### src/rtl/imem_loader_pkg.sv
// Shared types and default sizing for the instruction-memory loader.
package imem_loader_pkg;

  localparam int unsigned DEF_REG_BITS  = 32;
  localparam int unsigned DEF_ADDR_BITS = 8;
  localparam int unsigned DEF_CNT_BITS  = 8;
  localparam int unsigned BPW           = DEF_REG_BITS / 8;
  localparam int unsigned MEM_DEPTH     = 2 ** DEF_ADDR_BITS;

  typedef enum logic [1:0] {
    IDLE  = 2'd0,
    WAIT  = 2'd1,
    WRITE = 2'd2,
    DONE  = 2'd3
  } state_t;

  // Width of a byte index over a word of nbytes bytes (at least 1 bit).
  function automatic int unsigned idx_bits(input int unsigned nbytes);
    return (nbytes > 1) ? $clog2(nbytes) : 1;
  endfunction

endpackage

### src/rtl/imem_loader_word_serializer.sv
// Holds one instruction word and presents it MSB byte first, one byte per shift.
module word_serializer
  import imem_loader_pkg::*;
#(
  parameter int unsigned REG_BITS = DEF_REG_BITS
) (
  input  logic                clk,
  input  logic                rst_n,
  input  logic                load,
  input  logic                shift,
  input  logic [REG_BITS-1:0] word,
  output logic [7:0]          byte_out,
  output logic                last
);

  localparam int unsigned NBYTES = REG_BITS / 8;
  localparam int unsigned IDX_W  = idx_bits(NBYTES);

  logic [REG_BITS-1:0] shift_q;
  logic [IDX_W-1:0]    idx_q;

  // Load has priority; shifting moves the next byte into the top lane.
  always_ff @(posedge clk) begin
    if (!rst_n) begin
      shift_q <= '0;
      idx_q   <= '0;
    end else if (load) begin
      shift_q <= word;
      idx_q   <= '0;
    end else if (shift) begin
      shift_q <= {shift_q[REG_BITS-9:0], 8'h00};
      idx_q   <= idx_q + IDX_W'(1);
    end
  end

  assign byte_out = shift_q[REG_BITS-1 -: 8];
  assign last     = (idx_q == IDX_W'(NBYTES - 1));

endmodule

### src/rtl/imem_loader.sv
// Streams instruction words into the byte-wide instruction memory, big-endian,
// at consecutive byte addresses from a programmable base.
module imem_loader
  import imem_loader_pkg::*;
#(
  parameter int unsigned REG_BITS  = DEF_REG_BITS,
  parameter int unsigned ADDR_BITS = DEF_ADDR_BITS,
  parameter int unsigned CNT_BITS  = DEF_CNT_BITS
) (
  input  logic                 clk,
  input  logic                 rst_n,
  input  logic                 start,
  input  logic [ADDR_BITS-1:0] base_addr,
  input  logic [CNT_BITS-1:0]  word_count,
  input  logic                 in_valid,
  input  logic [REG_BITS-1:0]  in_word,
  output logic                 in_ready,
  output logic                 mem_we,
  output logic [ADDR_BITS-1:0] mem_addr,
  output logic [7:0]           mem_wdata,
  output logic                 busy,
  output logic                 done,
  output logic                 wrap_err
);

  state_t               state_q, state_d;
  logic [ADDR_BITS-1:0] addr_q, addr_d;
  logic [CNT_BITS-1:0]  words_left_q, words_left_d;
  logic                 wrap_d;
  logic                 load, shift, last;
  logic [7:0]           ser_byte;

  word_serializer #(.REG_BITS(REG_BITS)) u_ser (
    .clk      (clk),
    .rst_n    (rst_n),
    .load     (load),
    .shift    (shift),
    .word     (in_word),
    .byte_out (ser_byte),
    .last     (last)
  );

  // Next state, address/count generation and serializer control.
  always_comb begin
    state_d      = state_q;
    addr_d       = addr_q;
    words_left_d = words_left_q;
    wrap_d       = wrap_err;
    load         = 1'b0;
    shift        = 1'b0;
    case (state_q)
      IDLE, DONE: begin
        if (start) begin
          addr_d       = base_addr;
          words_left_d = word_count;
          wrap_d       = 1'b0;
          state_d      = (word_count == '0) ? DONE : WAIT;
        end
      end
      WAIT: begin
        if (in_valid) begin
          load    = 1'b1;
          state_d = WRITE;
        end
      end
      WRITE: begin
        shift  = 1'b1;
        addr_d = addr_q + ADDR_BITS'(1);
        if (addr_q == '1) wrap_d = 1'b1;
        if (last) begin
          words_left_d = words_left_q - CNT_BITS'(1);
          state_d      = (words_left_q == CNT_BITS'(1)) ? DONE : WAIT;
        end
      end
      default: state_d = IDLE;
    endcase
  end

  // Status strobes are registered from the next state so they line up with it.
  always_ff @(posedge clk) begin
    if (!rst_n) begin
      state_q      <= IDLE;
      addr_q       <= '0;
      words_left_q <= '0;
      in_ready     <= 1'b0;
      mem_we       <= 1'b0;
      busy         <= 1'b0;
      done         <= 1'b0;
      wrap_err     <= 1'b0;
    end else begin
      state_q      <= state_d;
      addr_q       <= addr_d;
      words_left_q <= words_left_d;
      in_ready     <= (state_d == WAIT);
      mem_we       <= (state_d == WRITE);
      busy         <= (state_d == WAIT) || (state_d == WRITE);
      done         <= (state_d == DONE);
      wrap_err     <= wrap_d;
    end
  end

  assign mem_addr  = addr_q;
  assign mem_wdata = ser_byte;

endmodule

### config.mk
export PLATFORM = sky130hd
export DESIGN_NAME = imem_loader
export DESIGN_NICKNAME = d
export VERILOG_FILES = /design/src/rtl/imem_loader_pkg.sv /design/src/rtl/imem_loader_word_serializer.sv /design/src/rtl/imem_loader.sv
export SDC_FILE = /design/constraint.sdc
export NUM_CORES = 1
export LEC_CHECK = 0
export CAP_MARGIN = 20
export CORE_UTILIZATION = 44
export CTS_CLUSTER_DIAMETER = 120
export DETAILED_ROUTE_END_ITERATION = 8
export PLACE_DENSITY = 0.77
export SLEW_MARGIN = 15
export SYNTH_ARGS = -nofsm -noshare
export SYNTH_HDL_FRONTEND = slang
export SYNTH_SLANG_ARGS = --single-unit
### constraint.sdc
create_clock -name clk -period 1.6 [get_ports clk]
set_input_delay 0.32 -clock clk [delete_from_list [all_inputs] [get_ports clk]]
set_output_delay 0.32 -clock clk [all_outputs]
set_load 0.02 [all_outputs]
[Yosys cells after proc, flatten, opt, wreduce, memory -nomap -nowiden]
Cells that the tools add are included.
Storage, ports and cells
  register bits: 57
  input port bits: 52
  logic and storage cells: 55
Cells by class
  $add $sub $neg: 3
  eq/ne operators: 12
  mux-type cells: 19
  bitwise gates (word level): 1
  reduce and logical (&&, ||, !) cells: 10
Operators with widths (count)
  $mux 32: 2
  $pmux 8 s2: 2
  $mux 8: 3
  $eq 2x2->1 const B: 5
  $mux 2: 5
  $add 8x1->8 const B: 1
  $eq 8x1->1 const B: 1
  $eq 8x8->1 const B: 1
  $logic_not 8->1: 1
  $sub 8x1->8 const B: 1
  $ne 2x2->1 const B: 3
  $pmux 2 s3: 1
  $reduce_and 3->1: 2
  $mux 1: 5
  $eq 2x1->1 const B: 2
  $reduce_bool 2->1: 2
  $reduce_or 2->1: 2
  $add 2x1->2 const B: 1
  $logic_not 2->1: 1
  $pmux 1 s2: 1
  $reduce_and 2->1: 1
  $logic_or 1x1->1: 1
  $not 1->1: 1

[Depth between registers and ports, before layout]
  depth after elaboration: 6
  depth in mapped cells: 9
  mapped depth without buffers: 8

[Cells and area by module]
From an unflattened synthesis, not the netlist that was laid out.
Unflattened totals
  cell total of the unflattened synthesis: 331
  area, all modules: 3245.6 um2
Modules (own cells, without submodules)
  word_serializer: instances 1, cells an instance 158, area an instance 1775.5 um2, seq. area each 680.7 um2
  imem_loader: instances 1, cells an instance 173, area an instance 1470.2 um2, seq. area each 460.4 um2

[Worst setup path before layout]
OpenSTA, ideal clock, no wires.
  path kind: flip-flop to flip-flop
  from: register state_q[0]
  to: register in_ready
  library setup time: 115 ps
  data arrival time: 1618 ps
  data required time: 1485 ps
  slack: -133 ps
  stages on the path, launching flop included: 10
  period minus slack after synthesis: 1733 ps
  path through: dfxtp_1 -> inv_1 -> ha_1 -> buf_4 -> inv_1 -> o221ai_1 -> nand4_1 -> inv_1 -> ha_1 -> and2_1
On the way
  longest elaborated chain between the ends: 4
  elaborated cells on any way between the ends: 10
  classes of those cells: eq/ne (4); mux (4); reduce/logical (2)
RTL lines
  start, declared: line imem_loader.sv:26  | state_t state_q, state_d;
  start signal, assigned: line imem_loader.sv:91  | state_q <= state_d;
  $eq 2x2->1 or $logic_not 2->1 (tied branches): line imem_loader.sv:51  | case (state_q)
  $reduce_or 2->1: line imem_loader.sv:51
  $pmux 2 s3 (*): line imem_loader.sv:51
  named net state_d[1]: line imem_loader.sv:26
  $eq 2x1->1 (*): line imem_loader.sv:94  | in_ready <= (state_d == WAIT);
  end signal, assigned: line imem_loader.sv:94
  end, declared: line imem_loader.sv:17  | output logic in_ready,
Mark *: on every way through the listed nets, which the timed path passes. The rest lies on a longest branch.
A chain may end at the register's enable or synchronous reset.

[Worst setup path after layout]
  from: register state_q[0]
  to: register words_left_q[3]
On the way
  longest elaborated chain between the ends: 4
  elaborated cells on any way between the ends: 9
  classes of those cells: eq/ne (4); mux (1); reduce/logical (4)
RTL lines
  $eq 2x2->1 or $logic_not 2->1 (tied branches): line imem_loader.sv:51
  $reduce_or 2->1: line imem_loader.sv:51
  $ne 2x2->1 (no source line) or $reduce_bool 2->1 (tied branches)
  $reduce_and 3->1 (no source line)
  end signal, assigned: line imem_loader.sv:93  | words_left_q <= words_left_d;
  end, declared: line imem_loader.sv:28  | logic [CNT_BITS-1:0] words_left_q, words_left_d;
Parallel ways exist; a longest one is shown, timed or not.

==> flow_metrics.env <==
export IMPL_grt_pass1_wl_mm=12.4
export IMPL_hold_end="u_ser.shift_q[5]"
export IMPL_max_slew_worst_pin_slew_ns=0.485
export IMPL_hp_start="u_ser.shift_q[5]"
export IMPL_reg2reg_slack_ns=-0.06
export IMPL_r2r_start="state_q[0]"
export IMPL_wl_mm=7.66
export IMPL_root_buffer="clkbuf_8"
export IMPL_diodes=0
export IMPL_nNetsFinal=495
export IMPL_grt_util_all_layers_pct=22.3
export IMPL_synthAdderAreaFrac_pct=3.86
export IMPL_clock_skew_final_ns=0.00775
export IMPL_synth_top_area_cell="dfxtp_1"
export IMPL_ys_warn_count=0
export IMPL_hold_violations=0
export IMPL_timing_worst_setup_path_type="flop to flop"
export IMPL_grt_overflow_total=0
export IMPL_endpoint_kind="flop"
export IMPL_yosysUniqueCellTypes=45
export IMPL_power_density_nw_per_um2=931
export IMPL_status="complete, but fails checks"
export IMPL_cts_made_buffers=9
export IMPL_path_max_fanout=7
export IMPL_first_global_vias=2691
export IMPL_cp_data_required_time_ns=1.82
export IMPL_die_w_um=83.5
export IMPL_worst_skew_pair_late_latency_ns=0.34
export IMPL_hold_path_class="flop to flop"
export IMPL_total_power_mw=4.06
export IMPL_ir_worst_vdd_uv=751
export IMPL_synth_top_family_by_area="simple AND/OR/NAND/NOR gates"
export IMPL_finish_utilization_pct=68.3
export IMPL_cp_start_kind="flop"
export IMPL_ys_seq_area_share_pct=39.1
export IMPL_finalCritPeriodShare_pct=104
export IMPL_via_count=2806
export IMPL_min_path_cells=2
export IMPL_setup_viol=7
export IMPL_synthMuxAreaShare_pct=10.8
export IMPL_rsz0062_at_grt="true"
export IMPL_io_buffers=72
export IMPL_design_die_area_um2=6970
export IMPL_syn_avg_cell_area_um2=8.69
export IMPL_dr_pass1_iters=4
export IMPL_drive_above_1_share_pct=21.9
export IMPL_drt_initial_drc_count=143
export IMPL_pin_count=73
export IMPL_initial_core_util_pct=45.7
export IMPL_netlist_area_leader_share_pct=39.1
export IMPL_drv_cap=0
export IMPL_cts_tree="built"
export IMPL_dpl_worst_slack_ns=-0.337
export IMPL_cts_hold_fix_buffers=0
export IMPL_ant_nets=0
export IMPL_syn_inst=336
export IMPL_syn_to_final_growth_pct=49.4
export IMPL_drcViolationCount=0
export IMPL_max_freq_ghz=0.603
export IMPL_wire_per_inst_um=14.8
export IMPL_place_congestion=0.872
export IMPL_grt_max_degree=27
export IMPL_viasPerCell=5.44
export IMPL_die_h_um=83.5
export IMPL_violations="negative setup slack"
export IMPL_synth_xor_area_share_pct=0.300
export IMPL_critPathArrivalTime_ns=1.88
export IMPL_synth_simple_area_share_pct=19.8
export IMPL_min_period_ns=1.66
export IMPL_ys_seq_elements=57
export IMPL_cts_buffer_depth=2
export IMPL_slew_violations=0
export IMPL_yosys_top_cells_area="dfxtp_1, mux2i_1, a211oi_1, nor2_1, ha_1"
export IMPL_layout_common_cells="dfxtp_1, clkdlybuf4s50_1, buf_4"
export IMPL_clk_transition_reported_paths_ns=0.06
export IMPL_dp_hpwl_mm=5.20
export IMPL_place_area_um2=3950
export IMPL_synth_compound_area_share_pct=18.6
export IMPL_coreArea_um2=6390
export IMPL_final_cell_area_um2=4360
export IMPL_rr_endpoint="words_left_q[3]"
export IMPL_mostFrequentLayoutCell="dfxtp_1"
export IMPL_slew_headroom_pct=67.4
export IMPL_rows=29
export IMPL_numClockSinks=57
export IMPL_antenna_found_initial=0
export IMPL_cts_htree_levels=3
export IMPL_r2r_cells=7
export IMPL_mappedNetlistArea_um2=2920
export IMPL_power_leakage_nw=1.83
export IMPL_dp_cells=494
export IMPL_syn_nets=397
export IMPL_nFillCells=514
export IMPL_worst_slack_ns=-0.0591
export IMPL_layout_cells_non_filler=516
[synthesized netlist by cell type (all sizes together)]
master / count
and4: 1
dfxtp: 57
and4b: 1
nor2: 37
a22oi: 6
o22a: 1
mux2: 1
clkbuf: 11
and3: 4
nand2: 23
and2: 8
or3: 1
buf: 22
nor3b: 1
nand2b: 3
o21a: 1
a21oi: 21
nand4: 4
o221ai: 7
a211oi: 26
o21ai: 6
a31oi: 5
mux2i: 30
ha: 9
o211ai: 1
inv: 11
nor3: 4
o31a: 1
nand3b: 10
xnor2: 1
a21boi: 1
a41oi: 1
nor2b: 2
nand3: 5
or2: 1
nand4b: 1
nor4: 4
and3b: 2
nor4b: 1
o22ai: 4
[critical path: stages, from the launching register on]
cell     delay, ns
dfxtp_2       0.33
inv_2         0.05
ha_4          0.30
buf_6         0.10
mux2_4        0.33
and2_4        0.20
a21oi_2       0.15
o22ai_1       0.09
[through the flow]
step           hold WS [ns]  TNS, ns
3_5_place_dp          0.472    -4.33
4_1_cts               0.482   -0.118
5_1_grt               0.511   -0.862
3_3_place_gp          0.469    -3.64
2_1_floorplan         0.456  -0.0161
6_report              0.484   -0.208
[area by class of cell]
class | instances | area [um^2] | area share [%]
Tap cell | 77 | 96.3 | 2.21
Clock inverter | 4 | 48.8 | 1.12
Clock buffer | 12 | 166 | 3.82
Inverter | 11 | 41.3 | 0.947
Timing Repair Buffer | 120 | 1160 | 26.5
Multi-Input combinational cell | 235 | 1710 | 39.1
Sequential cell | 57 | 1150 | 26.3
[state kept, by name, indices dropped and copies added (netlist names)]
register       cells
u_ser.shift_q     32
mem_addr           8
words_left_q       8
state_q            2
u_ser.idx_q        2
busy               1
done               1
in_ready           1
mem_we             1
wrap_err           1
[logic make-up after synthesis]
logic type	after synthesis
simple gates	113
compound gates	81
flops	57
buf+inv	44
mux	31
fa+ha+maj	9
xor+xnor	1
[power by group]
group / total (mW) / switching (mW) / internal [mW]
combinational: 1.01 / 0.476 / 0.534
sequential: 1.62 / 0.0828 / 1.54
clock: 1.43 / 0.575 / 0.854
total: 4.06 / 1.13 / 2.93
[how the worst max path moves through the flow]
stage | start | slack, ns | endpoint
after global routing | state_q[0] | -0.11 | words_left_q[3]
final | state_q[0] | -0.06 | words_left_q[3]
after floorplan | state_q[1] | -0.009 | busy
after CTS | state_q[0] | -0.05 | words_left_q[4]
after global placement | word_count[5] | -0.31 | busy
after detailed placement | word_count[5] | -0.34 | busy
[what timing repair did]
action,in CTS,in global routing
gates resized for setup,25,21
setup buffers,4,1
endpoints found under the setup margin,25,29
pin swaps,9,8
gates cloned,0,1
[per-layer routing]
metal,vias up,global-route usage [%],part of all wire [%]
li1,1410,-,-
met1,1304,27.7,46
met2,76,36.3,47
met3,16,5.84,5.5
met4,0,10.2,2.0
met5,-,0,0
No activity file was read; power rests on OpenSTA's default activity.
